--- src/rtl/cpu_if_pfq.sv ---
// -----------------------------------------------------------------------------
// cpu_if_pfq -- instruction fetch unit with a small prefetch queue
//
// Fetches one instruction word at a time from instruction memory and buffers
// {instruction, PC+4} pairs in a circular FIFO for the decode stage.
// Control transfers (redirects and interrupts) flush the queue and restart
// fetching at the new target.
//
// Ports
//   clk          single clock, all state changes on its rising edge
//   rst          asynchronous, active-high reset
//   imem_req     request to instruction memory (held until imem_ack)
//   imem_addr    fetch address (byte address, word aligned, held with imem_req)
//   imem_ack     memory response valid (may arrive in the request cycle)
//   imem_rdata   instruction word returned with imem_ack
//   id_valid     queue head is valid
//   id_ready     decode accepts the head this cycle
//   id_ins       head instruction (zero when the queue is empty)
//   id_pca4      head PC+4 (zero when the queue is empty)
//   redir_valid  taken branch / jump / jr
//   redir_pc     redirect target
//   irq          level-sensitive interrupt request
//   iack         one-cycle interrupt accept pulse
//   epc          return PC captured on iack
// -----------------------------------------------------------------------------
module cpu_if_pfq #(
  parameter int unsigned   AW       = 32,
  parameter int unsigned   DW       = 32,
  parameter int unsigned   DEPTH    = 4,
  parameter logic [AW-1:0] RESET_PC = 32'h0000_0000,
  parameter logic [AW-1:0] INT_VEC  = 32'h0000_0080
) (
  input  logic          clk,
  input  logic          rst,
  output logic          imem_req,
  output logic [AW-1:0] imem_addr,
  input  logic          imem_ack,
  input  logic [DW-1:0] imem_rdata,
  output logic          id_valid,
  input  logic          id_ready,
  output logic [DW-1:0] id_ins,
  output logic [AW-1:0] id_pca4,
  input  logic          redir_valid,
  input  logic [AW-1:0] redir_pc,
  input  logic          irq,
  output logic          iack,
  output logic [AW-1:0] epc
);

  localparam int unsigned   PW      = (DEPTH > 1) ? $clog2(DEPTH) : 1;
  localparam int unsigned   CW      = PW + 1;
  localparam logic [CW-1:0] DEPTH_C = CW'(DEPTH);
  localparam logic [AW-1:0] FOUR    = AW'(4);

  typedef enum logic [1:0] {
    S_BOOT    = 2'd0,
    S_FETCH   = 2'd1,
    S_WAIT    = 2'd2,
    S_DISCARD = 2'd3
  } state_t;

  state_t        state_q,    state_d;
  logic [AW-1:0] fpc_q,      fpc_d;       // next address to fetch
  logic [AW-1:0] req_addr_q, req_addr_d;  // address of the outstanding request
  logic [AW-1:0] epc_q,      epc_d;
  logic          irq_blk_q,  irq_blk_d;   // interrupt re-entry guard
  logic [PW-1:0] rd_ptr_q,   rd_ptr_d;
  logic [PW-1:0] wr_ptr_q,   wr_ptr_d;
  logic [CW-1:0] count_q,    count_d;

  logic [DW-1:0] ins_mem  [DEPTH];
  logic [AW-1:0] pca4_mem [DEPTH];

  logic          q_empty;
  logic          ack_acc;
  logic          take_irq;
  logic          flush;
  logic [AW-1:0] flush_pc;
  logic          push;
  logic          pop;

  // ---------------------------------------------------------------------------
  // Memory request side
  // ---------------------------------------------------------------------------
  // In FETCH nothing is outstanding, so occupancy+outstanding reduces to the
  // queue count. WAIT and DISCARD both hold the already-issued request.
  always_comb begin
    imem_req  = 1'b0;
    imem_addr = fpc_q;
    case (state_q)
      S_FETCH: begin
        imem_req = (count_q < DEPTH_C);
      end
      S_WAIT, S_DISCARD: begin
        imem_req  = 1'b1;
        imem_addr = req_addr_q;
      end
      default: begin
        imem_req = 1'b0;
      end
    endcase
  end

  // An ack without a live request (BOOT, full queue, after reset) is noise.
  assign ack_acc = imem_ack && imem_req;

  // ---------------------------------------------------------------------------
  // Control transfers
  // ---------------------------------------------------------------------------
  assign q_empty  = (count_q == '0);
  assign take_irq = irq && !redir_valid && (state_q != S_BOOT) && !irq_blk_q;
  assign flush    = redir_valid || take_irq;
  assign flush_pc = redir_valid ? redir_pc : INT_VEC;

  // A flush wins over both queue operations in the same cycle. Data returning
  // for a request issued before a flush never reaches the queue.
  assign push = ack_acc && (state_q != S_DISCARD) && !flush;
  assign pop  = !q_empty && id_ready && !flush;

  // ---------------------------------------------------------------------------
  // Fetch FSM and fetch PC
  // ---------------------------------------------------------------------------
  always_comb begin
    state_d    = state_q;
    fpc_d      = fpc_q;
    req_addr_d = req_addr_q;

    case (state_q)
      S_BOOT: begin
        state_d = S_FETCH;
      end
      S_FETCH: begin
        if (imem_req) begin
          req_addr_d = fpc_q;
          // A request issued in a flush cycle and not acked at once is still
          // owed a response, which must be swallowed.
          if (!ack_acc) begin
            state_d = flush ? S_DISCARD : S_WAIT;
          end
        end
      end
      S_WAIT: begin
        if (ack_acc) begin
          state_d = S_FETCH;
        end else if (flush) begin
          state_d = S_DISCARD;
        end
      end
      S_DISCARD: begin
        if (ack_acc) begin
          state_d = S_FETCH;
        end
      end
      default: begin
        state_d = S_BOOT;
      end
    endcase

    if (push) begin
      fpc_d = fpc_q + FOUR;
    end
    if (flush) begin
      fpc_d = flush_pc;
    end
  end

  // ---------------------------------------------------------------------------
  // Queue pointers and occupancy
  // ---------------------------------------------------------------------------
  always_comb begin
    rd_ptr_d = rd_ptr_q;
    wr_ptr_d = wr_ptr_q;
    count_d  = count_q;

    if (flush) begin
      rd_ptr_d = '0;
      wr_ptr_d = '0;
      count_d  = '0;
    end else begin
      if (push) begin
        wr_ptr_d = wr_ptr_q + PW'(1);
      end
      if (pop) begin
        rd_ptr_d = rd_ptr_q + PW'(1);
      end
      case ({push, pop})
        2'b10:   count_d = count_q + CW'(1);
        2'b01:   count_d = count_q - CW'(1);
        default: count_d = count_q;
      endcase
    end
  end

  // ---------------------------------------------------------------------------
  // Interrupt bookkeeping
  // ---------------------------------------------------------------------------
  // The guard is released by the first pop after the accept. The accept cycle
  // flushes, so that pop is the vector instruction (or, if another redirect
  // intervened, its target -- the guard must not outlive a lost vector).
  always_comb begin
    epc_d     = epc_q;
    irq_blk_d = irq_blk_q;
    if (take_irq) begin
      epc_d     = q_empty ? fpc_q : (id_pca4 - FOUR);
      irq_blk_d = 1'b1;
    end else if (pop) begin
      irq_blk_d = 1'b0;
    end
  end

  // ---------------------------------------------------------------------------
  // State registers
  // ---------------------------------------------------------------------------
  always_ff @(posedge clk or posedge rst) begin
    if (rst) begin
      state_q    <= S_BOOT;
      fpc_q      <= RESET_PC;
      req_addr_q <= RESET_PC;
      epc_q      <= '0;
      irq_blk_q  <= 1'b0;
      rd_ptr_q   <= '0;
      wr_ptr_q   <= '0;
      count_q    <= '0;
    end else begin
      state_q    <= state_d;
      fpc_q      <= fpc_d;
      req_addr_q <= req_addr_d;
      epc_q      <= epc_d;
      irq_blk_q  <= irq_blk_d;
      rd_ptr_q   <= rd_ptr_d;
      wr_ptr_q   <= wr_ptr_d;
      count_q    <= count_d;
    end
  end

  // Queue storage needs no reset: the head fields are masked while empty.
  always_ff @(posedge clk) begin
    if (push) begin
      ins_mem[wr_ptr_q]  <= imem_rdata;
      pca4_mem[wr_ptr_q] <= imem_addr + FOUR;
    end
  end

  // ---------------------------------------------------------------------------
  // Decode-side outputs
  // ---------------------------------------------------------------------------
  assign id_valid = !q_empty;
  assign id_ins   = q_empty ? '0 : ins_mem[rd_ptr_q];
  assign id_pca4  = q_empty ? '0 : pca4_mem[rd_ptr_q];
  assign iack     = take_irq;
  assign epc      = epc_q;

endmodule

--- config.mk ---
export PLATFORM = sky130hd
export DESIGN_NAME = cpu_if_pfq
export DESIGN_NICKNAME = d
export VERILOG_FILES = /design/src/rtl/cpu_if_pfq.sv
export SDC_FILE = /design/constraint.sdc
export NUM_CORES = 1
export LEC_CHECK = 0
export BUFFER_PORTS_ARGS = -buffer_cell sky130_fd_sc_hd__clkbuf_2
export CAP_MARGIN = 10
export CORE_UTILIZATION = 44
export DETAILED_ROUTE_END_ITERATION = 7
export GPL_TIMING_DRIVEN = 0
export PLACE_DENSITY_LB_ADDON = 0.12
export SYNTH_ARGS = -nofsm -noshare
export SYNTH_HDL_FRONTEND = slang
export SYNTH_SLANG_ARGS = --single-unit
--- constraint.sdc ---
create_clock -name clk -period 11.8 [get_ports clk]
set_clock_uncertainty 0.15 [all_clocks]
set_input_delay 1.77 -clock clk [delete_from_list [all_inputs] [get_ports clk]]
set_output_delay 1.77 -clock clk [all_outputs]
set_load 0.005 [all_outputs]
==> metrics.md <==
| Metric | Value |
|---|---|
| Setup ws final | 5.29 ns |
| Predominant post-synthesis flop cell | edfxtp_1 |
| Yosys cell types | 63 |
| Commonest non-fill, non-tap cell in the layout | edfxtp_1 |
| RSZ-0062 raised after global routing | false |
| Via count | 11300 |
| Power Density | 234 nW/um^2 |
| Insertion delay to the later sink of the worst-skew pair | 0.57 ns |
| Share of power burned in the clock network | 0.251 |
| FF-to-FF path depth | 17 |
| Hold crit path type | reg2reg |
| DRC | 0 |
| Pin count of the biggest net entering global routing | 80 |
| PnR Total Power | 4.57 mW |
| Worst Path Arrival | 4.59 ns |
| Routability congestion estimate | 0.900 |
| Worst r2r dst | pca4_mem[1][30]$_DFFE_PP_ |
| Tmin final | 6.51 ns |
| Drt pass-1 iters | 5 |
| Relative slew margins | 0.319 |
| TritonCTS buffer count | 40 |
| Htree depth | 2 |
| Least-Margin Pin Slew | 1.02 ns |
| Root buf cell | clkbuf_16 |
| Crit path depth | 7 |
| Syn_nets | 1297 |
| # IOs | 201 |
| Core Util, Final | 0.531 |
| Share of layout cells above drive strength 1 | 0.267 |
| Global route hottest layer | met2 |
| Sw Ratio | 0.360 |
| Leak pwr | 7.42 nW |
| DP HPWL | 32800 um |
| Crit-path max FO | 10 |
| Syn Inst Count | 1215 |
| Post-synth EDFFs | 256 |
| CP Buf/Inv Count | 6 |
| Buffers on Ports | 200 |
| CTS sink count | 362 |
| Peak supply drop | 0.151 mV |
| Worst setup path startpoint | redir_valid |
| Drt total wl | 46200 um |
| Mean Syn Cell Area | 13.7 um^2 |
| Cell Rows | 70 |
| Most frequent cells in the layout | 256 x edfxtp_1, 200 x clkbuf_2, 128 x nand2_1, 106 x dfrtp_1, 68 x clkbuf_1 |
| TNS Setup | 0 ns |
| Worst-path clk slew | 0.06 ns |
| Maximum root-to-sink buffer count | 3 |
| Max Slew Vio Count | 0 |
| Post-CTS Setup Inserts | 0 |
| Total gr overflow | 0 |
| Crit path cell chain | clkbuf_2 > or4b_2 > clkbuf_1 > inv_1 > clkbuf_1 > clkbuf_1 > clkbuf_2 |
| Worst reg2reg startpoint | state_q[0]$_DFFE_PP0P_ |
| Wire per inst | 23.1 um |
| Post-synthesis register bit count | 362 |
| Die Span Y | 196 um |
| Worst path slowest cell | clkbuf_1 |
| Part of the power in registers | 0.385 |
| Switching power | 1.65 mW |
| Critical Path Start Type | input pin |
| Dpl ws | 5.42 ns |
| M3 GR Usage | 0.0423 |
| Initial Utilization | 0.450 |
| Final setup fails | 0 |
| Internal Power | 2.93 mW |
| YS warnings | 0 |
| Tot GR Track Use | 0.247 |
| Largest stage delay on the critical path | 0.82 ns |
| CTS Hold Bufs | 0 |
| Max-cap violations | 0 |
| Die area | 38500 um^2 |
| Power share of the combinational group | 0.363 |
| Die width | 196 um |
| CTS-repair resized insts | 0 |
| CP endpoint | iack |
| Register area share after synthesis | 0.623 |
| Status | completed |
| Peak Freq | 154 MHz |
| Mapped Area | 16600 um^2 |
| Area Overhead vs Synth | 17.9% |
| Core ar. | 36900 um^2 |
| Register area | 10300 um^2 |
| First-pass GRT wire length | 69700 um |
| Antenna violations before repair | 1 |
| Tcrit/Tclk final | 0.552 |
| # fillers | 3135 |
| CTS tree | yes |
| Nets@finish | 1544 |
| Endpoints failing hold | 0 |
| Worst Setup End Kind | output pin |
| Footprint of the multi-input gates | 5860 um^2 |
| Ys async rst share | 0.293 |
| Most frequent CP cell | clkbuf_1 |
| Hold path depth | 1 |
| CP Data Required Time | 9.88 ns |
| Inserted Diodes | 0 |
| GR Util met2 | 0.376 |
| Vias per cell | 5.67 |
| CP top delay family | buffers and inverters |
| Number of global-route vias before repair | 10900 |
| Initial drt markers | 942 |
| DRT antenna net count | 0 |
| R2R setup slack | 6.42 ns |
| Met1 usage | 0.365 |
| Kind of critical path | in2out |
-- stage by stage --
step	cells	cell area (um^2)	hold WS (ns)
after floorplan	1215	16600	0.313
after global placement	1919	18200	0.337
after detailed placement	1924	18400	0.341
after CTS	1996	19600	0.356
after global routing	1996	19600	0.377
final	1996	19600	0.356
-- final cells by class --
| cell class | instances | area share |
|---|---|---|
| Clock buffer | 57 | 0.0565 |
| Sequential cell | 362 | 0.529 |
| Inverter | 25 | 0.00505 |
| Clock inverter | 15 | 0.00384 |
| Multi-Input combinational cell | 755 | 0.300 |
| Tap cell | 504 | 0.0322 |
| Timing Repair Buffer | 205 | 0.0578 |
| Buffer | 73 | 0.0164 |
-- power by group through the flow --
stage,Clock (mW),Sequential (mW),Combinational (mW)
global placement,0,1.78,1.64
floorplan,0,1.73,1.01
detailed placement,0,1.78,1.67
CTS,1.18,1.76,1.67
global route,1.22,1.78,1.81
finish,1.15,1.76,1.66
-- state kept, by name, indices dropped and copies added, names as in the netlist, 3 cells and up --
name        cells
ins_mem       128
pca4_mem      128
epc            32
fpc_q          32
req_addr_q     32
count_q         3
-- logic make-up after synthesis --
| logic type | after synthesis | share of synthesized area |
|---|---|---|
| AO/OA/AOI/OAI | 178 | 0.0636 |
| flip-flops | 362 | 0.623 |
| XOR/XNOR | 68 | 0.0359 |
| multiplexers | 117 | 0.121 |
| buffers and inverters | 98 | 0.0250 |
| AND/OR/NAND/NOR | 380 | 0.122 |
| adder cells (fa/ha/maj) | 12 | 0.00950 |
-- Yosys cell counts, drive strengths merged, types with 2 or more instances --
master | count | share of area
edfxtp | 256 | 0.46
nand2 | 128 | 0.029
dfrtp | 106 | 0.16
and2 | 64 | 0.024
mux4 | 63 | 0.085
o21ai | 63 | 0.019
a21oi | 60 | 0.018
nor2 | 57 | 0.013
clkbuf | 54 | 0.012
xnor2 | 43 | 0.023
mux2 | 37 | 0.025
and3 | 27 | 0.010
inv | 25 | 0.0057
xor2 | 25 | 0.013
nand3 | 24 | 0.0072
buf | 19 | 0.0071
mux2i | 17 | 0.010
nor3 | 16 | 0.0054
ha | 11 | 0.0083
nand4 | 10 | 0.0049
nor4 | 10 | 0.0076
o211ai | 9 | 0.0041
o31ai | 8 | 0.0036
or3b | 8 | 0.0042
nand2b | 6 | 0.0023
o22ai | 6 | 0.0023
a22o | 5 | 0.0026
a31oi | 5 | 0.0019
and4 | 5 | 0.0026
or2 | 5 | 0.0019
a221oi | 4 | 0.0025
or3 | 4 | 0.0015
or4 | 4 | 0.0018
or4bb | 4 | 0.0027
a222oi | 3 | 0.0018
a21o | 2 | 0.00090
a22oi | 2 | 0.00090
a32o | 2 | 0.0012
nand3b | 2 | 0.00090
nor3b | 2 | 0.00090
o41ai | 2 | 0.0011
-- worst min path at each step --
stage / from / end / slack (ns)
2_1_floorplan: epc[2]$_DFFE_PP0P_ / epc[2]$_DFFE_PP0P_ / 0.31
3_3_place_gp: req_addr_q[14]$_DFFE_PP0P_ / req_addr_q[14]$_DFFE_PP0P_ / 0.34
3_5_place_dp: req_addr_q[20]$_DFFE_PP0P_ / req_addr_q[20]$_DFFE_PP0P_ / 0.34
4_1_cts: req_addr_q[2]$_DFFE_PP0P_ / req_addr_q[2]$_DFFE_PP0P_ / 0.36
5_1_grt: req_addr_q[11]$_DFFE_PP0P_ / req_addr_q[11]$_DFFE_PP0P_ / 0.38
6_report: req_addr_q[2]$_DFFE_PP0P_ / req_addr_q[2]$_DFFE_PP0P_ / 0.36
-- worst register-to-register path, delay by kind of cell (launching register included) --
| family | cells | cell delay (ns) |
|---|---|---|
| and+or+nand+nor | 6 | 1.04 |
| AOI/OAI and AO/OA | 1 | 0.35 |
| DFF | 1 | 0.40 |
| adders and majority gates | 2 | 0.34 |
| xor gates and xnor gates | 1 | 0.43 |
| buffers and inverters | 7 | 2.41 |
-- layer usage --
metal	routed length, um	part of all wire
met1	20800	0.45
met2	21000	0.46
met3	3240	0.070
met4	1090	0.024
met5	0	0
Note: power is estimated with default switching activity, not from simulation.
